<file path="config.mk">
export PLATFORM = sky130hd
export DESIGN_NAME = alu_sequencer
export DESIGN_NICKNAME = d
export VERILOG_FILES = /design/src/rtl/alu_seq_pkg.sv /design/src/rtl/alu_seq_decode.sv /design/src/rtl/alu_sequencer.sv
export SDC_FILE = /design/constraint.sdc
export NUM_CORES = 1
export LEC_CHECK = 0
export ABC_AREA = 1
export ABC_CLOCK_PERIOD_IN_PS = 1300
export CAP_MARGIN = 20
export CORE_MARGIN = 3
export CORE_UTILIZATION = 45
export CTS_BUF_LIST = sky130_fd_sc_hd__clkbuf_4 sky130_fd_sc_hd__clkbuf_8
export DETAILED_ROUTE_END_ITERATION = 6
export DONT_BUFFER_PORTS = 1
export GPL_ROUTABILITY_DRIVEN = 0
export GPL_TIMING_DRIVEN = 0
export PLACE_DENSITY = 0.73
export RECOVER_POWER = 25
export SETUP_SLACK_MARGIN = 0.1
export SLEW_MARGIN = 0
export SYNTH_ARGS = -nofsm -noshare
export SYNTH_HDL_FRONTEND = slang
export SYNTH_SLANG_ARGS = --single-unit
</file>
<file path="constraint.sdc">
create_clock -name clk -period 1.3 [get_ports clk]
set_input_delay 0.13 -clock clk [delete_from_list [all_inputs] [get_ports clk]]
set_output_delay 0.13 -clock clk [all_outputs]
set_load 0.01 [all_outputs]
</file>
<file path="src/rtl/alu_seq_pkg.sv">
// Shared definitions for the ALU sequencer: opcodes, instruction field positions, FSM encoding.
// Build option CARRY_CHAIN_EN enables the carry chain for ADC/SBB (see alu_seq_decode).
package alu_seq_pkg;

   localparam int INSTR_W = 16;
   localparam int DATA_W  = 16;
   localparam int REG_AW  = 3;
   localparam int IMM_W   = 5;
   localparam int OP_W    = 3;

   localparam int OP_LSB  = 13;
   localparam int RD_LSB  = 10;
   localparam int RA_LSB  = 7;
   localparam int RB_LSB  = 0;
   localparam int IMM_LSB = 0;

   typedef enum logic [OP_W-1:0] {
      OP_ADD  = 3'b000,
      OP_ADC  = 3'b001,
      OP_SUB  = 3'b010,
      OP_SBB  = 3'b011,
      OP_ADDI = 3'b100,
      OP_SUBI = 3'b101,
      OP_CMP  = 3'b110,
      OP_NOP  = 3'b111
   } op_e;

   typedef enum logic [1:0] {
      ST_IDLE = 2'd0,
      ST_READ = 2'd1,
      ST_EXEC = 2'd2,
      ST_WB   = 2'd3
   } state_e;

   function automatic op_e instr_op(input logic [INSTR_W-1:0] i);
      return op_e'(i[OP_LSB +: OP_W]);
   endfunction

endpackage

</file>
<file path="src/rtl/alu_seq_decode.sv">
// Combinational opcode decode into ALU controls and write-back/flag enables.
// With CARRY_CHAIN_EN undefined, ADC runs as ADD and SBB as SUB with no carry-in.
module alu_seq_decode
   import alu_seq_pkg::*;
(
   input  op_e  op,
   output logic adc,
   output logic sub,
   output logic sbb,
   output logic src_alu_b,
   output logic wb_en,
   output logic flag_en,
   output logic carry_in_en
);

   always_comb begin
      adc         = 1'b0;
      sub         = 1'b0;
      sbb         = 1'b0;
      src_alu_b   = 1'b0;
      wb_en       = 1'b1;
      flag_en     = 1'b1;
      carry_in_en = 1'b0;
      case (op)
         OP_ADD: begin
         end
`ifdef CARRY_CHAIN_EN
         OP_ADC: begin
            adc         = 1'b1;
            carry_in_en = 1'b1;
         end
         OP_SBB: begin
            sbb         = 1'b1;
            carry_in_en = 1'b1;
         end
`else
         OP_ADC: begin
         end
         OP_SBB: begin
            sub = 1'b1;
         end
`endif
         OP_SUB: begin
            sub = 1'b1;
         end
         OP_ADDI: begin
            src_alu_b = 1'b1;
         end
         OP_SUBI: begin
            sub       = 1'b1;
            src_alu_b = 1'b1;
         end
         OP_CMP: begin
            sub   = 1'b1;
            wb_en = 1'b0;
         end
         OP_NOP: begin
            wb_en   = 1'b0;
            flag_en = 1'b0;
         end
         default: begin
            wb_en   = 1'b0;
            flag_en = 1'b0;
         end
      endcase
   end

endmodule

</file>
<file path="src/rtl/alu_sequencer.sv">
// Three-cycle instruction sequencer driving an external RF and ALU (READ, EXEC, WB).
// Honours CARRY_CHAIN_EN through alu_seq_decode; default build has no ADC/SBB carry chain.
//
// state | meaning
// IDLE  | no instruction in flight, instr_ready high
// READ  | RF read addresses and ALU controls driven from latched instr
// EXEC  | ALU result settles; Write_Data and flags captured at end of cycle
// WB    | Write_En/done pulse; may accept the next instruction on the same edge
module alu_sequencer
   import alu_seq_pkg::*;
(
   input  logic        clk,
   input  logic        clr,
   input  logic        instr_valid,
   input  logic [15:0] instr,
   output logic        instr_ready,
   output logic [2:0]  Read_Addr_A,
   output logic [2:0]  Read_Addr_B,
   output logic [2:0]  Write_Addr,
   output logic [15:0] Write_Data,
   output logic        Write_En,
   output logic        ADC,
   output logic        SUB,
   output logic        SBB,
   output logic        Pre_C,
   output logic        Src_ALU_B,
   output logic [4:0]  imm5,
   input  logic [15:0] alu_Y,
   input  logic        alu_Z,
   input  logic        alu_N,
   input  logic        alu_C,
   input  logic        alu_V,
   output logic        flag_Z,
   output logic        flag_N,
   output logic        flag_C,
   output logic        flag_V,
   output logic        done,
   output logic        busy
);

   state_e              state_q;
   state_e              state_d;
   logic [INSTR_W-1:0]  instr_q;
   logic                accept;
   op_e                 op_q;

   logic dec_adc;
   logic dec_sub;
   logic dec_sbb;
   logic dec_src_b;
   logic dec_wb_en;
   logic dec_flag_en;
   logic dec_carry_in;

   // bits [6:5] are not part of any instruction field
   logic unused_instr_bits;
   assign unused_instr_bits = ^instr_q[6:5];

   assign op_q = instr_op(instr_q);

   alu_seq_decode u_decode (
      .op          (op_q),
      .adc         (dec_adc),
      .sub         (dec_sub),
      .sbb         (dec_sbb),
      .src_alu_b   (dec_src_b),
      .wb_en       (dec_wb_en),
      .flag_en     (dec_flag_en),
      .carry_in_en (dec_carry_in)
   );

   assign instr_ready = !clr && ((state_q == ST_IDLE) || (state_q == ST_WB));
   assign accept      = instr_valid && instr_ready;
   assign busy        = (state_q != ST_IDLE);

   always_ff @(posedge clk or posedge clr) begin
      if (clr) begin
         state_q <= ST_IDLE;
         instr_q <= '0;
      end else begin
         state_q <= state_d;
         if (accept) begin
            instr_q <= instr;
         end
      end
   end

   // result and flags are registered so WB can drive them while the ALU inputs move on
   always_ff @(posedge clk or posedge clr) begin
      if (clr) begin
         Write_Data <= '0;
         flag_Z     <= 1'b0;
         flag_N     <= 1'b0;
         flag_C     <= 1'b0;
         flag_V     <= 1'b0;
      end else if (state_q == ST_EXEC) begin
         Write_Data <= alu_Y;
         if (dec_flag_en) begin
            flag_Z <= alu_Z;
            flag_N <= alu_N;
            flag_C <= alu_C;
            flag_V <= alu_V;
         end
      end
   end

   always_comb begin
      state_d = state_q;
      case (state_q)
         ST_IDLE: if (accept) state_d = ST_READ;
         ST_READ: state_d = ST_EXEC;
         ST_EXEC: state_d = ST_WB;
         ST_WB:   state_d = accept ? ST_READ : ST_IDLE;
         default: state_d = ST_IDLE;
      endcase
   end

   always_comb begin
      Read_Addr_A = '0;
      Read_Addr_B = '0;
      imm5        = '0;
      Src_ALU_B   = 1'b0;
      ADC         = 1'b0;
      SUB         = 1'b0;
      SBB         = 1'b0;
      Pre_C       = 1'b0;
      Write_En    = 1'b0;
      Write_Addr  = '0;
      done        = 1'b0;
      case (state_q)
         ST_READ, ST_EXEC: begin
            Read_Addr_A = instr_q[RA_LSB +: REG_AW];
            Read_Addr_B = instr_q[RB_LSB +: REG_AW];
            imm5        = instr_q[IMM_LSB +: IMM_W];
            Src_ALU_B   = dec_src_b;
            ADC         = dec_adc;
            SUB         = dec_sub;
            SBB         = dec_sbb;
            Pre_C       = dec_carry_in && flag_C;
         end
         ST_WB: begin
            Write_En   = dec_wb_en;
            Write_Addr = instr_q[RD_LSB +: REG_AW];
            done       = 1'b1;
         end
         default: begin
         end
      endcase
   end

endmodule
</file>
==> flow_metrics.tcl <==
set metrics [dict create \
    status "complete, but fails checks" \
    violations "negative setup slack" \
    setup_viol 54 \
    fp-row-count 21 \
    cp-end-kind "output port" \
    core_um2 3470 \
    avgSynthCellArea_um2 10.1 \
    yosysUniqueCellTypes 19 \
    cts.reportedPaths.clkPinSlew_ns 0.07 \
    grt_pass1_wl_mm 7.00 \
    setup_slack_ns -0.286 \
    start_kind "flop" \
    cts_made_buffers 5 \
    die_area_um2 4540 \
    detail_route.iter0.violations 103 \
    p_per_area_nw_per_um2 2730 \
    die_x_um 67.4 \
    fmax_ghz 0.631 \
    grt_max_degree 21 \
    cts.sinks 36 \
    routed_wl_mm 5.21 \
    cts_root_buf "clkbuf_8" \
    min_period_over_period 1.22 \
    critical_path.max_fanout 7 \
    slowest_stage "dfrtp_1" \
    tightest_slew_ns 0.740 \
    ir_drop_mv 1.65 \
    dp_hpwl_mm 2.62 \
    start_util 0.489 \
    crit_chain "inv_2, ha_4, buf_8, buf_12, nand2_2, inv_2" \
    drc_errors 0 \
    die_y_um 67.4 \
    synth_area_um2 1700 \
    ant_nets 0 \
    dp_cells 217 \
    crit_top_cell "inv_2" \
    track_usage 0.210 \
    max_stage_delay_ns 0.38 \
    grt-ovfl-total 0 \
    diodes 0 \
    fin_crit_ns 1.59 \
    stdcell_count 278 \
    synth_seq_cells 36 \
    vias 1465 \
    grt_pass1_vias 1501 \
    maxCapViolCount 0 \
    area_growth_pct 56.4 \
    seq_area_frac_synth 0.531 \
    cts-htree-levels 2 \
    postLayoutCoreUtil 0.764 \
    cts_tree "built" \
    antenna_found_initial 0 \
    yosysWarnings 0 \
    worst_skew_pair.late_latency_ns 0.28 \
    hold_slack_ns 0.0106 \
    cp.required_ns 1.17 \
    cp.arrival_ns 1.46 \
    final.setup_skew_ns 0.00832 \
    p_leak_nw 1.33 \
    post_drt_wl_per_cell_um 18.7 \
    layout-drive-gt1-share 0.478 \
    clock_path_buffers 2 \
    rsz0062_at_grt "yes" \
    vias_per_cell 5.27 \
    synth_cells 168 \
    numPortBuffers 0 \
    hold_violations 0 \
    hold_class "input pin to flop" \
    drtPass1Iterations 4 \
    nets 275 \
    max_slew_margin 0.506 \
    maxSlewViolCount 0 \
    path_class "flop to output port" \
    ioPinCount 82 \
]
## timing repair
item / 4_1_cts / 5_1_grt
gates cloned: 1 / 2
hold endpoints to repair: 42 / 2
resized for setup: 35 / 46
setup buffers: 14 / 8
pin swaps: 8 / 15
endpoints found under the setup margin: 53 / 55
hold buffers: 28 / 2
## layout make-up
cell class,instances,area [µm²]
inverter,20,87.6
sequential,36,902
buffer,12,140
clock buffer,6,76.3
tap,46,57.6
fill,215,817
clock inverter,1,5.00
timing repair buffer,55,579
multi-input combinational,102,803
## cells by family after synthesis
| logic type | synth area share |
|---|---|
| flops | 0.531 |
| mux | 0.128 |
| compound gates | 0.0362 |
| fa+ha+maj | 0.0295 |
| simple gates | 0.170 |
| other cells | 0.00221 |
| buf+inv | 0.103 |
## metal layers
| metal | vias to the layer above | track usage | part of all wire |
|---|---|---|---|
| met5 | - | 0 | 0 |
| met3 | 18 | 0.0649 | 0.076 |
| li1 | 643 | - | - |
| met2 | 90 | 0.415 | 0.54 |
| met1 | 714 | 0.201 | 0.36 |
| met4 | 0 | 0.0709 | 0.025 |
## flip-flops by register name, summed over array words and instances, names as in the netlist
register and count:
flag_N 1, flag_V 1, flag_Z 1, state_q 2, Write_Data 16, flag_C 1, instr_q 14
## stage by stage
step	area, µm²	TNS, ns	total power, mW	setup slack, ns
after floorplan	1740	-0.141	4.07	-0.00885
after global placement	1790	-1.66	4.38	-0.0851
after detailed placement	1820	-2.99	4.54	-0.176
after CTS	2430	-5.42	6.40	-0.238
after global routing	2650	-11.79	7.65	-0.325
final	2650	-9.70	7.23	-0.286
## worst max-delay path, delay by kind of cell (launching register included)
kind                       cells  cell delay [ns]
adders and majority gates      1             0.30
buffers and inverters          4             0.42
and+or+nand+nor                1             0.06
DFF                            1             0.38
## power breakdown
group	internal, mW	leakage, nW	switching [mW]
Sequential	1.69	0.432	0.681
Combinational	2.19	0.858	1.92
Clock	0.385	0.0445	0.367
## cell usage in the layout (no fill, tap or decap), drive strengths merged
cell         instances
mux2                16
o21ai                8
dlygate4sd3         30
conb                 3
nand3               14
buf                 36
ha                   4
nand2               49
bufbuf               1
inv                 20
a21oi                2
clkbuf               6
clkinv               1
dfrtp               36
nor2                 5
a21boi               1
## cells in the mapped netlist
cell | count | area, µm²
mux2_4 | 10 | 150
inv_1 | 20 | 75.1
buf_6 | 3 | 33.8
buf_2 | 1 | 5.00
ha_1 | 4 | 50.1
nand2_1 | 48 | 180
nand3_1 | 14 | 70.1
o21ai_2 | 1 | 8.76
o21ai_0 | 6 | 30.0
buf_4 | 8 | 60.1
dfrtp_1 | 36 | 901
conb_1 | 1 | 3.75
a21boi_0 | 1 | 7.51
nor2_4 | 1 | 11.3
a21oi_1 | 2 | 10.0
nand2_4 | 1 | 11.3
o21ai_1 | 1 | 5.00
mux2_2 | 6 | 67.6
nor2_1 | 4 | 15.0
## worst paths after layout
path,start,to,slack (ns),depth (start not counted)
worst min-delay path,instr[14],instr_q[14],0.01,2
worst max register to register,state_q[1],Write_Data[1],-0.25,5
min in group asynchronous,clr,instr_q[10],0.44,2
worst max-delay path,state_q[0],imm5[3],-0.29,6
worst min register to register,instr_q[12],instr_q[12],0.51,2
max in group asynchronous,clr,Write_Data[15],0.31,3
Power figures use the tool's default switching activity.
